### src/rtl/microcode_sequencer_if.sv
// -----------------------------------------------------------------------------
// microcode_sequencer_if
// Bundles the signals around the microcode sequencer: the decode-side handshake,
// the command-table lookup and the micro-op stream to the read stage.
//   master : the sequencer (drives dec_accept, table inputs and micro-ops)
//   slave  : the environment (decoder, command table, read stage, flush source)
// -----------------------------------------------------------------------------
interface microcode_sequencer_if;
    // Decode side
    logic        dec_ready;
    logic        dec_is_complex;
    logic [6:0]  dec_cmd;
    logic [3:0]  dec_cmdex;
    logic [87:0] dec_decoder;
    logic        dec_operand_32bit;
    logic        dec_accept;
    // Command table
    logic [6:0]  mc_cmd_next;
    logic [6:0]  mc_cmd_current;
    logic [3:0]  mc_cmdex_current;
    logic [6:0]  mc_cmd;
    logic [5:0]  mc_step;
    logic [3:0]  mc_cmdex_last;
    logic [87:0] mc_decoder;
    logic        mc_operand_32bit;
    // Read stage
    logic        micro_valid;
    logic        micro_busy;
    logic [6:0]  micro_cmd;
    logic [3:0]  micro_cmdex;
    logic        micro_last;
    // Control / status
    logic        exc_flush;
    logic        mc_step_err;
    logic [31:0] perf_mc_instr;
    logic [31:0] perf_mc_steps;

    modport master (
        input  dec_ready, dec_is_complex, dec_cmd, dec_cmdex, dec_decoder, dec_operand_32bit,
        output dec_accept,
        input  mc_cmd_next, mc_cmd_current, mc_cmdex_current,
        output mc_cmd, mc_step, mc_cmdex_last, mc_decoder, mc_operand_32bit,
        output micro_valid, micro_cmd, micro_cmdex, micro_last,
        input  micro_busy, exc_flush,
        output mc_step_err, perf_mc_instr, perf_mc_steps
    );

    modport slave (
        output dec_ready, dec_is_complex, dec_cmd, dec_cmdex, dec_decoder, dec_operand_32bit,
        input  dec_accept,
        output mc_cmd_next, mc_cmd_current, mc_cmdex_current,
        input  mc_cmd, mc_step, mc_cmdex_last, mc_decoder, mc_operand_32bit,
        input  micro_valid, micro_cmd, micro_cmdex, micro_last,
        output micro_busy, exc_flush,
        input  mc_step_err, perf_mc_instr, perf_mc_steps
    );
endinterface

### src/rtl/microcode_sequencer.sv
// -----------------------------------------------------------------------------
// microcode_sequencer
// Accepts decoded instructions; single-step instructions pass straight through
// as one micro-op, multi-step instructions are walked through the microcode
// command table one micro-op per transfer.
// Ports:
//   clk  - clock
//   rst  - asynchronous active-high reset
//   bus  - microcode_sequencer_if.master (decode, table, read stage, flush, status)
// Optional feature: define AO486_MC_PERF_EN to build the perf_mc_instr /
// perf_mc_steps counters; otherwise both outputs are tied to 0.
// -----------------------------------------------------------------------------
module microcode_sequencer (
    input  logic                         clk,
    input  logic                         rst,
    microcode_sequencer_if.master        bus
);

    typedef enum logic [0:0] {StIdle, StRun} state_e;

    state_e      r_state, w_state_nxt;

    logic        r_micro_valid, w_micro_valid_nxt;
    logic [6:0]  r_micro_cmd, w_micro_cmd_nxt;
    logic [3:0]  r_micro_cmdex, w_micro_cmdex_nxt;
    logic        r_micro_last, w_micro_last_nxt;
    logic [6:0]  r_mc_cmd, w_mc_cmd_nxt;
    logic [5:0]  r_mc_step, w_mc_step_nxt;
    logic [3:0]  r_mc_cmdex_last, w_mc_cmdex_last_nxt;
    logic [87:0] r_mc_decoder, w_mc_decoder_nxt;
    logic        r_mc_op32, w_mc_op32_nxt;
    logic        r_step_err, w_step_err_nxt;

    logic        w_out_free;
    logic        w_accept;
    logic        w_advance;
    logic        w_seq_end;
    logic        w_step_max;

    assign w_out_free = !r_micro_valid || !bus.micro_busy;
    // rst term keeps dec_accept low while reset is held
    assign w_accept   = (r_state == StIdle) && bus.dec_ready && w_out_free && !bus.exc_flush
                        && !rst;
    assign w_advance  = (r_state == StRun) && w_out_free && !bus.exc_flush;
    assign w_seq_end  = (bus.mc_cmd_next == 7'd0);
    assign w_step_max = (r_mc_step == 6'd63);

    // State register
    always_ff @(posedge clk or posedge rst) begin
        if (rst) r_state <= StIdle;
        else     r_state <= w_state_nxt;
    end

    // Next-state logic
    always_comb begin
        w_state_nxt = r_state;
        if (bus.exc_flush) begin
            w_state_nxt = StIdle;
        end else begin
            unique case (r_state)
                StIdle: if (w_accept && bus.dec_is_complex) w_state_nxt = StRun;
                StRun:  if (w_advance && (w_seq_end || w_step_max)) w_state_nxt = StIdle;
                default: w_state_nxt = StIdle;
            endcase
        end
    end

    // Output / datapath next values
    always_comb begin
        w_micro_valid_nxt   = r_micro_valid;
        w_micro_cmd_nxt     = r_micro_cmd;
        w_micro_cmdex_nxt   = r_micro_cmdex;
        w_micro_last_nxt    = r_micro_last;
        w_mc_cmd_nxt        = r_mc_cmd;
        w_mc_step_nxt       = r_mc_step;
        w_mc_cmdex_last_nxt = r_mc_cmdex_last;
        w_mc_decoder_nxt    = r_mc_decoder;
        w_mc_op32_nxt       = r_mc_op32;
        w_step_err_nxt      = r_step_err;

        if (bus.exc_flush) begin
            w_micro_valid_nxt = 1'b0;
            w_micro_last_nxt  = 1'b0;
            w_mc_step_nxt     = 6'd0;
            w_mc_cmd_nxt      = 7'd0;
        end else if (r_state == StIdle) begin
            if (w_accept) begin
                w_micro_valid_nxt = 1'b1;
                w_micro_cmd_nxt   = bus.dec_cmd;
                w_micro_cmdex_nxt = bus.dec_cmdex;
                if (bus.dec_is_complex) begin
                    w_micro_last_nxt    = 1'b0;
                    w_mc_cmd_nxt        = bus.dec_cmd;
                    w_mc_cmdex_last_nxt = bus.dec_cmdex;
                    w_mc_step_nxt       = 6'd1;
                    w_mc_decoder_nxt    = bus.dec_decoder;
                    w_mc_op32_nxt       = bus.dec_operand_32bit;
                end else begin
                    w_micro_last_nxt = 1'b1;
                end
            end else if (w_out_free) begin
                w_micro_valid_nxt = 1'b0;
            end
        end else if (w_advance) begin
            w_micro_valid_nxt   = 1'b1;
            w_micro_cmd_nxt     = bus.mc_cmd_current;
            w_micro_cmdex_nxt   = bus.mc_cmdex_current;
            w_mc_cmdex_last_nxt = bus.mc_cmdex_current;
            w_mc_cmd_nxt        = bus.mc_cmd_next;
            w_mc_step_nxt       = r_mc_step + 6'd1;
            // Step 63 with more to come: cut the sequence short instead of wrapping
            if (w_seq_end || w_step_max) begin
                w_micro_last_nxt = 1'b1;
                w_mc_step_nxt    = 6'd0;
            end
            if (w_step_max && !w_seq_end) w_step_err_nxt = 1'b1;
        end
    end

    always_ff @(posedge clk or posedge rst) begin
        if (rst) begin
            r_micro_valid   <= 1'b0;
            r_micro_cmd     <= 7'd0;
            r_micro_cmdex   <= 4'd0;
            r_micro_last    <= 1'b0;
            r_mc_cmd        <= 7'd0;
            r_mc_step       <= 6'd0;
            r_mc_cmdex_last <= 4'd0;
            r_mc_decoder    <= 88'd0;
            r_mc_op32       <= 1'b0;
            r_step_err      <= 1'b0;
        end else begin
            r_micro_valid   <= w_micro_valid_nxt;
            r_micro_cmd     <= w_micro_cmd_nxt;
            r_micro_cmdex   <= w_micro_cmdex_nxt;
            r_micro_last    <= w_micro_last_nxt;
            r_mc_cmd        <= w_mc_cmd_nxt;
            r_mc_step       <= w_mc_step_nxt;
            r_mc_cmdex_last <= w_mc_cmdex_last_nxt;
            r_mc_decoder    <= w_mc_decoder_nxt;
            r_mc_op32       <= w_mc_op32_nxt;
            r_step_err      <= w_step_err_nxt;
        end
    end

`ifdef AO486_MC_PERF_EN
    logic [31:0] r_perf_instr;
    logic [31:0] r_perf_steps;

    always_ff @(posedge clk or posedge rst) begin
        if (rst) begin
            r_perf_instr <= 32'd0;
            r_perf_steps <= 32'd0;
        end else begin
            if (w_accept && bus.dec_is_complex) r_perf_instr <= r_perf_instr + 32'd1;
            if (w_advance)                      r_perf_steps <= r_perf_steps + 32'd1;
        end
    end

    assign bus.perf_mc_instr = r_perf_instr;
    assign bus.perf_mc_steps = r_perf_steps;
`else
    assign bus.perf_mc_instr = 32'd0;
    assign bus.perf_mc_steps = 32'd0;
`endif

    assign bus.dec_accept       = w_accept;
    assign bus.micro_valid      = r_micro_valid;
    assign bus.micro_cmd        = r_micro_cmd;
    assign bus.micro_cmdex      = r_micro_cmdex;
    assign bus.micro_last       = r_micro_last;
    assign bus.mc_cmd           = r_mc_cmd;
    assign bus.mc_step          = r_mc_step;
    assign bus.mc_cmdex_last    = r_mc_cmdex_last;
    assign bus.mc_decoder       = r_mc_decoder;
    assign bus.mc_operand_32bit = r_mc_op32;
    assign bus.mc_step_err      = r_step_err;

endmodule

### src/flat_wrapper.sv
// flat-port wrapper written by rule: the top's interface ports become plain ports
module microcode_sequencer_flat 
  (clk, rst, bus_dec_ready, bus_dec_is_complex, bus_dec_cmd, bus_dec_cmdex, bus_dec_decoder, bus_dec_operand_32bit, bus_dec_accept, bus_mc_cmd_next, bus_mc_cmd_current, bus_mc_cmdex_current, bus_mc_cmd, bus_mc_step, bus_mc_cmdex_last, bus_mc_decoder, bus_mc_operand_32bit, bus_micro_valid, bus_micro_cmd, bus_micro_cmdex, bus_micro_last, bus_micro_busy, bus_exc_flush, bus_mc_step_err, bus_perf_mc_instr, bus_perf_mc_steps);
  microcode_sequencer_if bus_i ();
  input  logic clk;
  input  logic rst;
  input wire logic [$bits(bus_i.dec_ready)-1:0] bus_dec_ready;
  input wire logic [$bits(bus_i.dec_is_complex)-1:0] bus_dec_is_complex;
  input wire logic [$bits(bus_i.dec_cmd)-1:0] bus_dec_cmd;
  input wire logic [$bits(bus_i.dec_cmdex)-1:0] bus_dec_cmdex;
  input wire logic [$bits(bus_i.dec_decoder)-1:0] bus_dec_decoder;
  input wire logic [$bits(bus_i.dec_operand_32bit)-1:0] bus_dec_operand_32bit;
  output wire logic [$bits(bus_i.dec_accept)-1:0] bus_dec_accept;
  input wire logic [$bits(bus_i.mc_cmd_next)-1:0] bus_mc_cmd_next;
  input wire logic [$bits(bus_i.mc_cmd_current)-1:0] bus_mc_cmd_current;
  input wire logic [$bits(bus_i.mc_cmdex_current)-1:0] bus_mc_cmdex_current;
  output wire logic [$bits(bus_i.mc_cmd)-1:0] bus_mc_cmd;
  output wire logic [$bits(bus_i.mc_step)-1:0] bus_mc_step;
  output wire logic [$bits(bus_i.mc_cmdex_last)-1:0] bus_mc_cmdex_last;
  output wire logic [$bits(bus_i.mc_decoder)-1:0] bus_mc_decoder;
  output wire logic [$bits(bus_i.mc_operand_32bit)-1:0] bus_mc_operand_32bit;
  output wire logic [$bits(bus_i.micro_valid)-1:0] bus_micro_valid;
  output wire logic [$bits(bus_i.micro_cmd)-1:0] bus_micro_cmd;
  output wire logic [$bits(bus_i.micro_cmdex)-1:0] bus_micro_cmdex;
  output wire logic [$bits(bus_i.micro_last)-1:0] bus_micro_last;
  input wire logic [$bits(bus_i.micro_busy)-1:0] bus_micro_busy;
  input wire logic [$bits(bus_i.exc_flush)-1:0] bus_exc_flush;
  output wire logic [$bits(bus_i.mc_step_err)-1:0] bus_mc_step_err;
  output wire logic [$bits(bus_i.perf_mc_instr)-1:0] bus_perf_mc_instr;
  output wire logic [$bits(bus_i.perf_mc_steps)-1:0] bus_perf_mc_steps;
  assign bus_i.dec_ready = bus_dec_ready;
  assign bus_i.dec_is_complex = bus_dec_is_complex;
  assign bus_i.dec_cmd = bus_dec_cmd;
  assign bus_i.dec_cmdex = bus_dec_cmdex;
  assign bus_i.dec_decoder = bus_dec_decoder;
  assign bus_i.dec_operand_32bit = bus_dec_operand_32bit;
  assign bus_dec_accept = bus_i.dec_accept;
  assign bus_i.mc_cmd_next = bus_mc_cmd_next;
  assign bus_i.mc_cmd_current = bus_mc_cmd_current;
  assign bus_i.mc_cmdex_current = bus_mc_cmdex_current;
  assign bus_mc_cmd = bus_i.mc_cmd;
  assign bus_mc_step = bus_i.mc_step;
  assign bus_mc_cmdex_last = bus_i.mc_cmdex_last;
  assign bus_mc_decoder = bus_i.mc_decoder;
  assign bus_mc_operand_32bit = bus_i.mc_operand_32bit;
  assign bus_micro_valid = bus_i.micro_valid;
  assign bus_micro_cmd = bus_i.micro_cmd;
  assign bus_micro_cmdex = bus_i.micro_cmdex;
  assign bus_micro_last = bus_i.micro_last;
  assign bus_i.micro_busy = bus_micro_busy;
  assign bus_i.exc_flush = bus_exc_flush;
  assign bus_mc_step_err = bus_i.mc_step_err;
  assign bus_perf_mc_instr = bus_i.perf_mc_instr;
  assign bus_perf_mc_steps = bus_i.perf_mc_steps;
  microcode_sequencer u_core (.clk(clk), .rst(rst), .bus(bus_i));
endmodule
### config.mk
export PLATFORM = sky130hd
export DESIGN_NAME = microcode_sequencer_flat
export DESIGN_NICKNAME = d
export VERILOG_FILES = /design/src/rtl/microcode_sequencer_if.sv /design/src/rtl/microcode_sequencer.sv /design/src/flat_wrapper.sv
export SDC_FILE = /design/constraint.sdc
export NUM_CORES = 1
export LEC_CHECK = 0
export ABC_AREA = 1
export CELL_PAD_IN_SITES_DETAIL_PLACEMENT = 1
export CELL_PAD_IN_SITES_GLOBAL_PLACEMENT = 2
export CORE_ASPECT_RATIO = 0.9
export CORE_MARGIN = 5
export CORE_UTILIZATION = 19
export DETAILED_ROUTE_END_ITERATION = 7
export PLACE_DENSITY_LB_ADDON = 0.25
export SETUP_SLACK_MARGIN = 0.05
export SLEW_MARGIN = 5
export SYNTH_ARGS = -nofsm -noshare
export SYNTH_HDL_FRONTEND = slang
export SYNTH_SLANG_ARGS = --single-unit
### constraint.sdc
create_clock -name clk -period 4.6 [get_ports clk]
set_input_delay 0.46 -clock clk [delete_from_list [all_inputs] [get_ports clk]]
set_output_delay 0.46 -clock clk [all_outputs]
set_load 0.02 [all_outputs]
* After elaboration in Yosys (flattened, before gate mapping) *
Cells that the tools add are included.

word-level totals
  bits of input ports = 124
  logic and storage cells = 82
  register bits = 121

operators by class
  add/sub/neg operators = 1
  bitwise logic cells = 2
  reductions and logical operators = 29
  equal/unequal tests = 4
  multiplexer cells = 35

operators by type and width
  kind                                                           count
  7-bit two-way mux                                              8
  6-bit two-way mux                                              6
  4-bit two-way mux                                              6
  1-bit two-way mux                                              14
  4-bit AND reduction                                            3
  1-bit logical AND                                              9
  3-bit AND reduction                                            3
  7-bit logical NOT                                              1
  6-bit by 1-bit adder with 6-bit output, second input constant  1
  6-bit == test, second input constant                           1
  3-bit != test, second input constant                           2
  3-bit nonzero test                                             2
  1-bit logical NOT                                              5
  2-bit nonzero test                                             2
  4-bit nonzero test                                             1
  1-bit logical OR                                               2
  2-bit != test, second input constant                           1
  1-bit inverter                                                 2
  1-bit case mux with 2 select lines                             1
  2-bit AND reduction                                            1

* Depth between registers and ports, before layout *
Gate-level depths: netlist of run 1.

  word-level depth = 9
  gate-level depth with buffers = 9
  gate-level depth less buffers = 8

* Worst setup path after synthesis of run 1 *
Ideal clock, no wire load.

  kind = input -> output
  start point = in rst
  end point = out bus_dec_accept
  arrival time = 3.929 ns
  stages = 5
  slack = 0.211 ns
  path buffers = 2
  path through = inv_1 -> nand4_1 -> inv_2 -> buf_4 -> buf_4

on the way
  word-level cells in the longest chain between the ends = 2

RTL lines
  what               line                       RTL
  start, declared    flat_wrapper.sv:6          input logic rst;
  1-bit logical NOT  microcode_sequencer.sv:43  && !rst;
  1-bit logical AND  microcode_sequencer.sv:43
  end, declared      flat_wrapper.sv:13         output wire logic [$bits(bus_i.dec_accept)-1:0] bus_dec_accept;

Every way passes these cells.

* Worst setup path in the final report of run 1 *
  start point = reg u_core.r_state
  end point = out bus_dec_accept

on the way
  word-level cells in the longest chain between the ends = 5

RTL lines
  what                             line                       RTL
  start, declared                  microcode_sequencer.sv:21  state_e r_state, w_state_nxt;
  start signal, assigned           microcode_sequencer.sv:50  if (rst) r_state <= StIdle;
  start signal, assigned           microcode_sequencer.sv:51  else r_state <= w_state_nxt;
  1-bit inverter (no source line)  --
  1-bit logical AND (3 in series)  microcode_sequencer.sv:42  assign w_accept = (r_state == StIdle) && bus.dec_ready && w_out_free && !bus.exc_flush
  1-bit logical AND                microcode_sequencer.sv:43

Every way passes these cells.

==> impl_metrics.ini, run 1 <==
[outcome]
status = finished clean

[clock_tree]
cts_setup_buffers = 0
clock_path_buffers = 2
insertion_delay_ns = 0.42
cts.sinks = 121
clk_pin_slew_ns = 0.06
cts-root-buf = clkbuf_16
htreeDepth = 4
numCtsBuffers = 17
cts_resized = 0
postCtsHoldBufs = 0
cts_tree = yes

[sta]
setup_violations = 0
final.setup.tns_ns = 0
rsz0062_at_grt = no
fin_skew_ns = 0.0146
slew_headroom_pct = 42.1
fmax_mhz = 307
finalHoldViolCount = 0
slew_violations = 0
whs_ns = 0.468
period_needed_ns = 3.26
layout_worst_path_cycle_share_pct = 70.9
max_slew.worst_pin.slew_ns = 0.868

[critical_path]
slowest_stage = clkdlybuf4s50_1
reg2reg_slack_ns = 2.15
critPathLaunchType = register
worstPathMaxFanout = 58
cp.arrival_ns = 2.80
end_kind = output port
cp.required_ns = 4.14
worstSetupPathType = reg -> out
path_cells = nor2_2 > nand4_1 > clkinv_2 > buf_4 > clkdlybuf4s50_1
worst-r2r-cell-count = 8
critPathMaxStageDelay_ns = 0.73

[final_layout]
final_cell_mix = 254 x nand2_1, 243 x clkdlybuf4s50_1, 121 x dfrtp_1
nFillCells = 3437
antenna_cells = 0
syn_to_final_growth_pct = 56.5
fin_util_pct = 30.3
drive_gt1_share_pct = 5.59
fin_nets = 1024
final_cells = 1308
final_common_cell = nand2_1

[floorplan]
die_area_um2 = 33200
floorplan.io_pins = 309
die_y_um = 173
die_w_um = 191
row_count = 59
core_um2 = 29100
initial_core_util_pct = 19.3

[drt]
post_drt_wl_per_cell_um = 16.3
drc = 0
vias = 5054
detail-route-antenna-nets = 0
drtIter0Drc = 205
vias_per_cell = 3.86
wirelength_um = 21300
first_pass_iters = 4

[power_and_ir_drop]
leakagePower_nw = 4.15
powerDensity_nw_per_um2 = 462
irDropWorstVdd_v = 0.000225

[global_route]
antenna_found_initial = 1
grt_max_degree = 67
grt_first_pass_wirelength_um = 32900
grt_use_total_pct = 12.8
grt_pass1_vias = 5461
grt-ovfl-total = 0

[place]
dpl.cell_count = 1276
hpwl_um = 15300
gp_congestion = 0.720
io_buffer_count = 244

[hold_path]
hold_class = reg -> reg
holdPathStages = 2

[synthesis]
netlist_top_cells_area = dfrtp_1 54%, nand2_1 17%, buf_4 10%
ys_seq_area_share_pct = 53.8
ys_warn_count = 0
ys_types = 25
synth_seq_cells = 121
synth_area_leader_cell = dfrtp_1
syn_area_per_cell_um2 = 8.46
synth_area_um2 = 5630
synthCells = 665
synth_top_area_share_pct = 53.8

[run]
cap_violations = 0
-- final timing paths --
path,to,from
setup / recovery,bus_dec_accept,u_core.r_state$_DFF_PP0_
min in group asynchronous,u_core.bus.mc_decoder[42]$_DFFE_PP0P_,rst
max in group asynchronous,u_core.bus.mc_decoder[54]$_DFFE_PP0P_,rst
setup reg to reg,u_core.bus.mc_decoder[31]$_DFFE_PP0P_,u_core.r_state$_DFF_PP0_
hold / removal,u_core.bus.mc_decoder[63]$_DFFE_PP0P_,u_core.bus.mc_decoder[63]$_DFFE_PP0P_
hold reg to reg,u_core.bus.mc_decoder[63]$_DFFE_PP0P_,u_core.bus.mc_decoder[63]$_DFFE_PP0P_
-- routing by layer --
layer / vias up / part of all wire (%) / GRT usage, % / wire length, um
met3: 13 / 8.1 / 4.65 / 1730
met2: 196 / 45 / 20.1 / 9550
met4: 2 / 0.90 / 3.05 / 193
met1: 2381 / 46 / 16.9 / 9840
li1: 2462 / - / - / -
met5: - / 0.061 / 0 / 13
-- logic make-up (layout without fill, tap and decap cells) --
logic type | count (synthesis) | count (layout) | synth area share (%)
simple gates | 384 | 384 | 28.6
compound gates | 36 | 36 | 3.67
flops | 121 | 121 | 53.8
buf+inv | 122 | 306 | 13.6
fa+ha+maj | 1 | 1 | 0.222
other cells | 1 | 64 | 0.0666
-- final cells by class --
type | instances | area [um2] | share of cell area [%]
multi-input cells | 485 | 2080 | 23.6
well taps | 396 | 495 | 5.63
inverters | 24 | 93.8 | 1.07
repair buffers | 250 | 2500 | 28.4
flip-flops and latches | 121 | 3030 | 34.4
clock buffers | 17 | 425 | 4.83
clock inverters | 15 | 189 | 2.15
-- cell usage after synthesis (all sizes together) --
| library cell | count |
|---|---|
| a21oi | 5 |
| ha | 1 |
| o21bai | 2 |
| o21a | 7 |
| dfrtp | 121 |
| clkbuf | 13 |
| o21ai | 20 |
| inv | 24 |
| conb | 1 |
| a31oi | 1 |
| nand4 | 4 |
| nand2 | 257 |
| a22oi | 1 |
| nor2 | 17 |
| nand3 | 105 |
| nor3 | 1 |
| buf | 85 |
-- flip-flops by register name, summed over array words and instances (netlist names) --
signal	cells
u_core.bus.micro_valid	1
u_core.bus.mc_step	6
u_core.bus.mc_decoder	88
u_core.bus.mc_operand_32bit	1
u_core.bus.micro_cmdex	4
u_core.r_state	1
u_core.bus.micro_last	1
u_core.bus.micro_cmd	7
u_core.bus.mc_cmd	7
u_core.bus.mc_step_err	1
u_core.bus.mc_cmdex_last	4
-- per-stage QoR --
step	setup WS, ns	power (mW)	area (um2)
after CTS	1.27	4.16	8800
after floorplan	0.211	2.04	5860
final	1.34	4.07	8800
after detailed placement	1.36	2.70	8190
after global routing	1.10	4.31	8800
after global placement	1.39	2.69	8190
-- power breakdown --
part           internal, mW  leakage, nW  switching, mW  total (mW)
logic                 0.567         2.32          0.674        1.24
registers              1.29         1.52          0.124        1.41
clock network         0.865        0.301          0.554        1.42
-- worst max-delay path, delay by kind of cell, from the launching register on --
kind | cells | cell delay [ns]
and+or+nand+nor | 2 | 0.43
buffers and inverters | 3 | 1.32
DFF | 1 | 0.60
Power figures use the tool's default switching activity.
==> run 2, diff against run 1 <==
==> constraint.sdc (replaced) <==
create_clock -name clk -period 2.8 [get_ports clk]
set_input_delay 0.28 -clock clk [delete_from_list [all_inputs] [get_ports clk]]
set_output_delay 0.28 -clock clk [all_outputs]
set_load 0.02 [all_outputs]
==> run 2 against run 1 <==
  * Highest routed layer unchanged
  * Global-route usage shrank 0.079 points
  * Design area increased by 1.8%
  * Sequential cell count did not move
  * Clock-buffer cell count unchanged
  * Via count decreased by 0.47%
  * Register-to-register slack got worse by 1.2 ns
==> impl_metrics.ini, run 2 (synthesis gave the netlist of run 1 again) <==
[outcome]
status = finished clean

[clock_tree]
htreeDepth = 4
cts-root-buf = clkbuf_16
clock_path_buffers = 2
clk_pin_slew_ns = 0.06
postCtsHoldBufs = 0
cts_setup_buffers = 0
numCtsBuffers = 17
insertion_delay_ns = 0.41
cts_tree = yes
cts_resized = 0
cts.sinks = 121

[place]
placedInstanceArea_um2 = 8380
gp_congestion = 0.753
io_buffer_count = 244
hpwl_um = 15400

[drt]
detail-route-antenna-nets = 0
drc = 0
post_drt_wl_per_cell_um = 16.2
vias = 5030
wl_met3_um = 2070
wl_met2_um = 9580
first_pass_iters = 4
drtIter0Drc = 173
wirelength_um = 21300
met1_length_um = 9550
vias_per_cell = 3.83
top_layer = met5

[power_and_ir_drop]
p_clk_share_pct = 33.3
powerDensity_nw_per_um2 = 735
netSwitchingFraction_pct = 33.6
p_comb_share_pct = 31.5
power_switching_mw = 2.21
irDropWorstVdd_v = 0.000369
internal_power_mw = 4.37
leakagePower_nw = 4.16
seq_power_share_pct = 35.1

[sta]
rsz0062_at_grt = no
period_needed_ns = 2.27
slew_violations = 0
fmax_mhz = 441
setup_violations = 0
fin_skew_ns = 0.0138
layout_worst_path_cycle_share_pct = 81.0
max_slew.worst_pin.slew_ns = 0.725
finalHoldViolCount = 0
slew_headroom_pct = 51.7

[hold_path]
hold_end = u_core.bus.mc_decoder[46]$_DFFE_PP0P_
holdCritStartpoint = bus_dec_is_complex
hold_class = in -> reg
holdPathStages = 3

[global_route]
grt_use_total_pct = 12.7
grt_first_pass_wirelength_um = 33300
grt_max_degree = 122
grt-ovfl-total = 0
antenna_found_initial = 1
grt_pass1_vias = 5580

[final_layout]
regArea_um2 = 3030
fin_util_pct = 30.8
nFillCells = 3467
multi_input_area_um2 = 2220
final_common_cell = nand2_1
syn_to_final_growth_pct = 59.3
design_area_um2 = 8960
drive_gt1_share_pct = 9.38
fin_nets = 1029
final_cell_mix = 253 x nand2_1, 243 x clkdlybuf4s50_1, 121 x dfrtp_1
largest_register_ffs = 88

[critical_path]
worstSetupPathType = reg -> out
critPathTopFamily = buffers and inverters
critPathLaunchType = register
slowest_stage = clkdlybuf4s50_1
critPathMaxStageDelay_ns = 0.67
cp.required_ns = 2.52
cp.depth = 4
cp.arrival_ns = 1.99
path_cells = nor2_2 > nand4_1 > clkinv_2 > clkdlybuf4s50_1
end_kind = output port
reg2reg_slack_ns = 0.98
r2r_start = u_core.r_state$_DFF_PP0_
r2r_end = u_core.bus.mc_step[5]$_DFFE_PP0P_
cp_num_buf_inv = 2
worstPathMaxFanout = 4
worst-r2r-cell-count = 8

[floorplan]
die_area_um2 = 33200
die_y_um = 173
die_w_um = 191
initial_core_util_pct = 19.3
row_count = 59
core_um2 = 29100
floorplan.io_pins = 309

[run]
cap_violations = 0
==> run 2: changes by cell type in the layout (fill, tap and decap cells not counted), sizes merged <==
cell,previous run,this run
clkinv,7,8
bufinv,3,2
clkinvlp,1,4
diode,0,1
inv,28,25
buf,7,12
==> run 2: worst max path at each step <==
stage,startpoint,endpoint
floorplan,rst,u_core.bus.micro_cmd[0]$_DFFE_PP0P_
global placement,bus_exc_flush,bus_dec_accept
detailed placement,bus_micro_busy,bus_dec_accept
CTS,u_core.r_state$_DFF_PP0_,bus_dec_accept
global route,u_core.r_state$_DFF_PP0_,bus_dec_accept
finish,u_core.r_state$_DFF_PP0_,bus_dec_accept
==> run 2: area by class of cell <==
type,instances,share of cell area [%]
inverters,24,1.06
flip-flops and latches,121,33.8
diodes,1,0.0279
clock inverters,15,1.69
clock buffers,17,4.75
repair buffers,255,28.4
well taps,396,5.53
multi-input cells,485,24.7
==> run 2: worst min-delay path: stages <==
cell,delay (ns)
buf_4,0.20
nand3_2,0.10
nand2_1,0.04
==> run 2: power by group through the flow <==
stage / Combinational, mW / Sequential, mW / Clock, mW
2_1_floorplan: 0.578 / 2.80 / 0
3_3_place_gp: 2.11 / 2.34 / 0
5_1_grt: 2.25 / 2.37 / 2.37
6_report: 2.08 / 2.31 / 2.20
4_1_cts: 2.12 / 2.32 / 2.30
3_5_place_dp: 2.12 / 2.34 / 0
==> run 2: layer usage <==
| layer | track usage, % | up-vias |
|---|---|---|
| met1 | 16.0 | 2357 |
| met4 | 2.96 | 2 |
| li1 | - | 2466 |
| met3 | 5.72 | 11 |
| met2 | 20.1 | 194 |
| met5 | 0 | - |
==> run 2: per-stage QoR <==
stage	std cells	TNS, ns	hold WS [ns]	setup slack (ns)	power, mW
final	1314	0	0.273	0.533	6.59
after global routing	1313	0	0.266	0.407	6.99
after CTS	1313	0	0.246	0.451	6.74
after detailed placement	1281	0	0.458	0.591	4.46
after global placement	1281	0	0.454	0.612	4.45
after floorplan	728	-32.61	0.405	-0.350	3.37
==> variant, RTL diff (config.mk and constraints of run 1) <==
Add a define of `AO486_MC_PERF_EN`.
--- a/src/rtl/microcode_sequencer.sv
+++ b/src/rtl/microcode_sequencer.sv
@@ -12,2 +12,4 @@
 // -----------------------------------------------------------------------------
+`define AO486_MC_PERF_EN
+
 module microcode_sequencer (
Check against the original RTL: not equivalent (Yosys sat finds a counterexample within 4 cycles, from zero or initial values and one cycle with rst high).
==> variant against run 1 <==
Sequential power increased by 43%; critical path depth decreased by 1; core utilization decreased by 1.4 points; final area increased by 44%; sequential cell count increased by 64; routed wire length increased by 46%; synthesized area increased by 50%; worst setup slack improved by 0.55 ns; total power increased by 18%; clock skew increased by 0.0031 ns.
==> variant: results (changes against run 1) <==
{| class="wikitable"
! Metric !! Value
|-
| Status || finished, final reports clean
|-
| Number of non-clock inverters || 58 (+140%)
|-
| Register area share after synthesis || 54.8% (+1.0 points)
|-
| Antenna Cells || 2 (+2)
|-
| Placed inst area || 12100 um^2 (+48%)
|-
| Overall power of the completed layout || 0.00481 W (+18%)
|-
| Worst hold slack || 0.478 ns (+0.0100 ns)
|-
| RD Place Congestion || 0.740 (+2.8%)
|-
| Cell total after placement || 1923 (+51%)
|-
| Number of global-route vias before repair || 8241 (+51%)
|-
| Met2 layer wire length in the routed design || 14300 um (+49%)
|-
| Fraction of area in non-clock buffers || 24.7% (-3.6 points)
|-
| Beginning of the worst hold path || u_core.bus.mc_decoder[70]$_DFFE_PP0P_
|-
| Clk Latency, worst-skew pair || 0.47 ns (+0.05 ns)
|-
| Distinct cell type count of the synthesized netlist || 34 (+36%)
|-
| Tot GR Track Use || 12.8% (about the same)
|-
| Maximum vdd ir drop || 0.185 mV (-18%)
|-
| Wire length per cell after detailed routing || 15.9 um (-2.3%)
|-
| Post-Place Setup Slack || 1.44 ns (+0.0768 ns)
|-
| Longest individual stage delay on the worst path || 0.66 ns (-0.07 ns)
|-
| Master of the slowest instance on the critical path || dfrtp_1
|-
| Pin count of the biggest net entering global routing || 156 (+130%)
|-
| GR Util met3 || 3.92% (-0.73 points)
|-
| Clk_buf instances || 22 (+5)
|-
| Synth Instances || 1041 (+57%)
|-
| Worst setup margin || 1.89 ns (+0.549 ns)
|-
| Register Area || 4630 um^2 (+53%)
|-
| Top post-synthesis cells by count || 507 x nand2_1, 185 x dfrtp_1, 88 x nor2_1
|-
| Drt via density || 3.95 (+2.3%)
|-
| Detailed-routing wirelength on met1 || 14500 um (+48%)
|-
| Highest net fanout along the worst path || 17 (-71%)
|-
| Met1 usage in global routing || 17.2% (+0.27 points)
|-
| Register fraction of the total cell area || 36.4% (+2.0 points)
|-
| Worst reg2reg endpoint || u_core.bus.mc_step[0]$_DFFE_PP0P_
|-
| Sequential logic power || 0.00202 W (+43%)
|-
| Cell types with the largest area share after synthesis || dfrtp_1 55%, nand2_1 23%, nor2_1 3.9%
|}
==> variant: changes by cell type after synthesis, moves of 9 or more <==
cell and change:
a21oi_1 +9, a31oi_1 +10, buf_2 +15, buf_4 -71, clkbuf_1 -12, dfrtp_1 +64, inv_1 +33, nand2_1 +253
nand3_1 -63, nand4_1 +10, nor2_1 +73, xnor2_1 +15, xor2_1 +21
==> variant: kinds of logic (layout without fill, tap and decap cells) <==
| family | after synthesis | in the layout | synth area share (%) |
|---|---|---|---|
| and+or+nand+nor | 685 | 685 | 33.4 |
| buffers and inverters | 90 | 402 | 4.89 |
| xor gates and xnor gates | 36 | 36 | 3.73 |
| adders and majority gates | 3 | 3 | 0.444 |
| DFF | 185 | 185 | 54.8 |
| other | 0 | 2 | 0 |
| AOI/OAI and AO/OA | 42 | 42 | 2.68 |
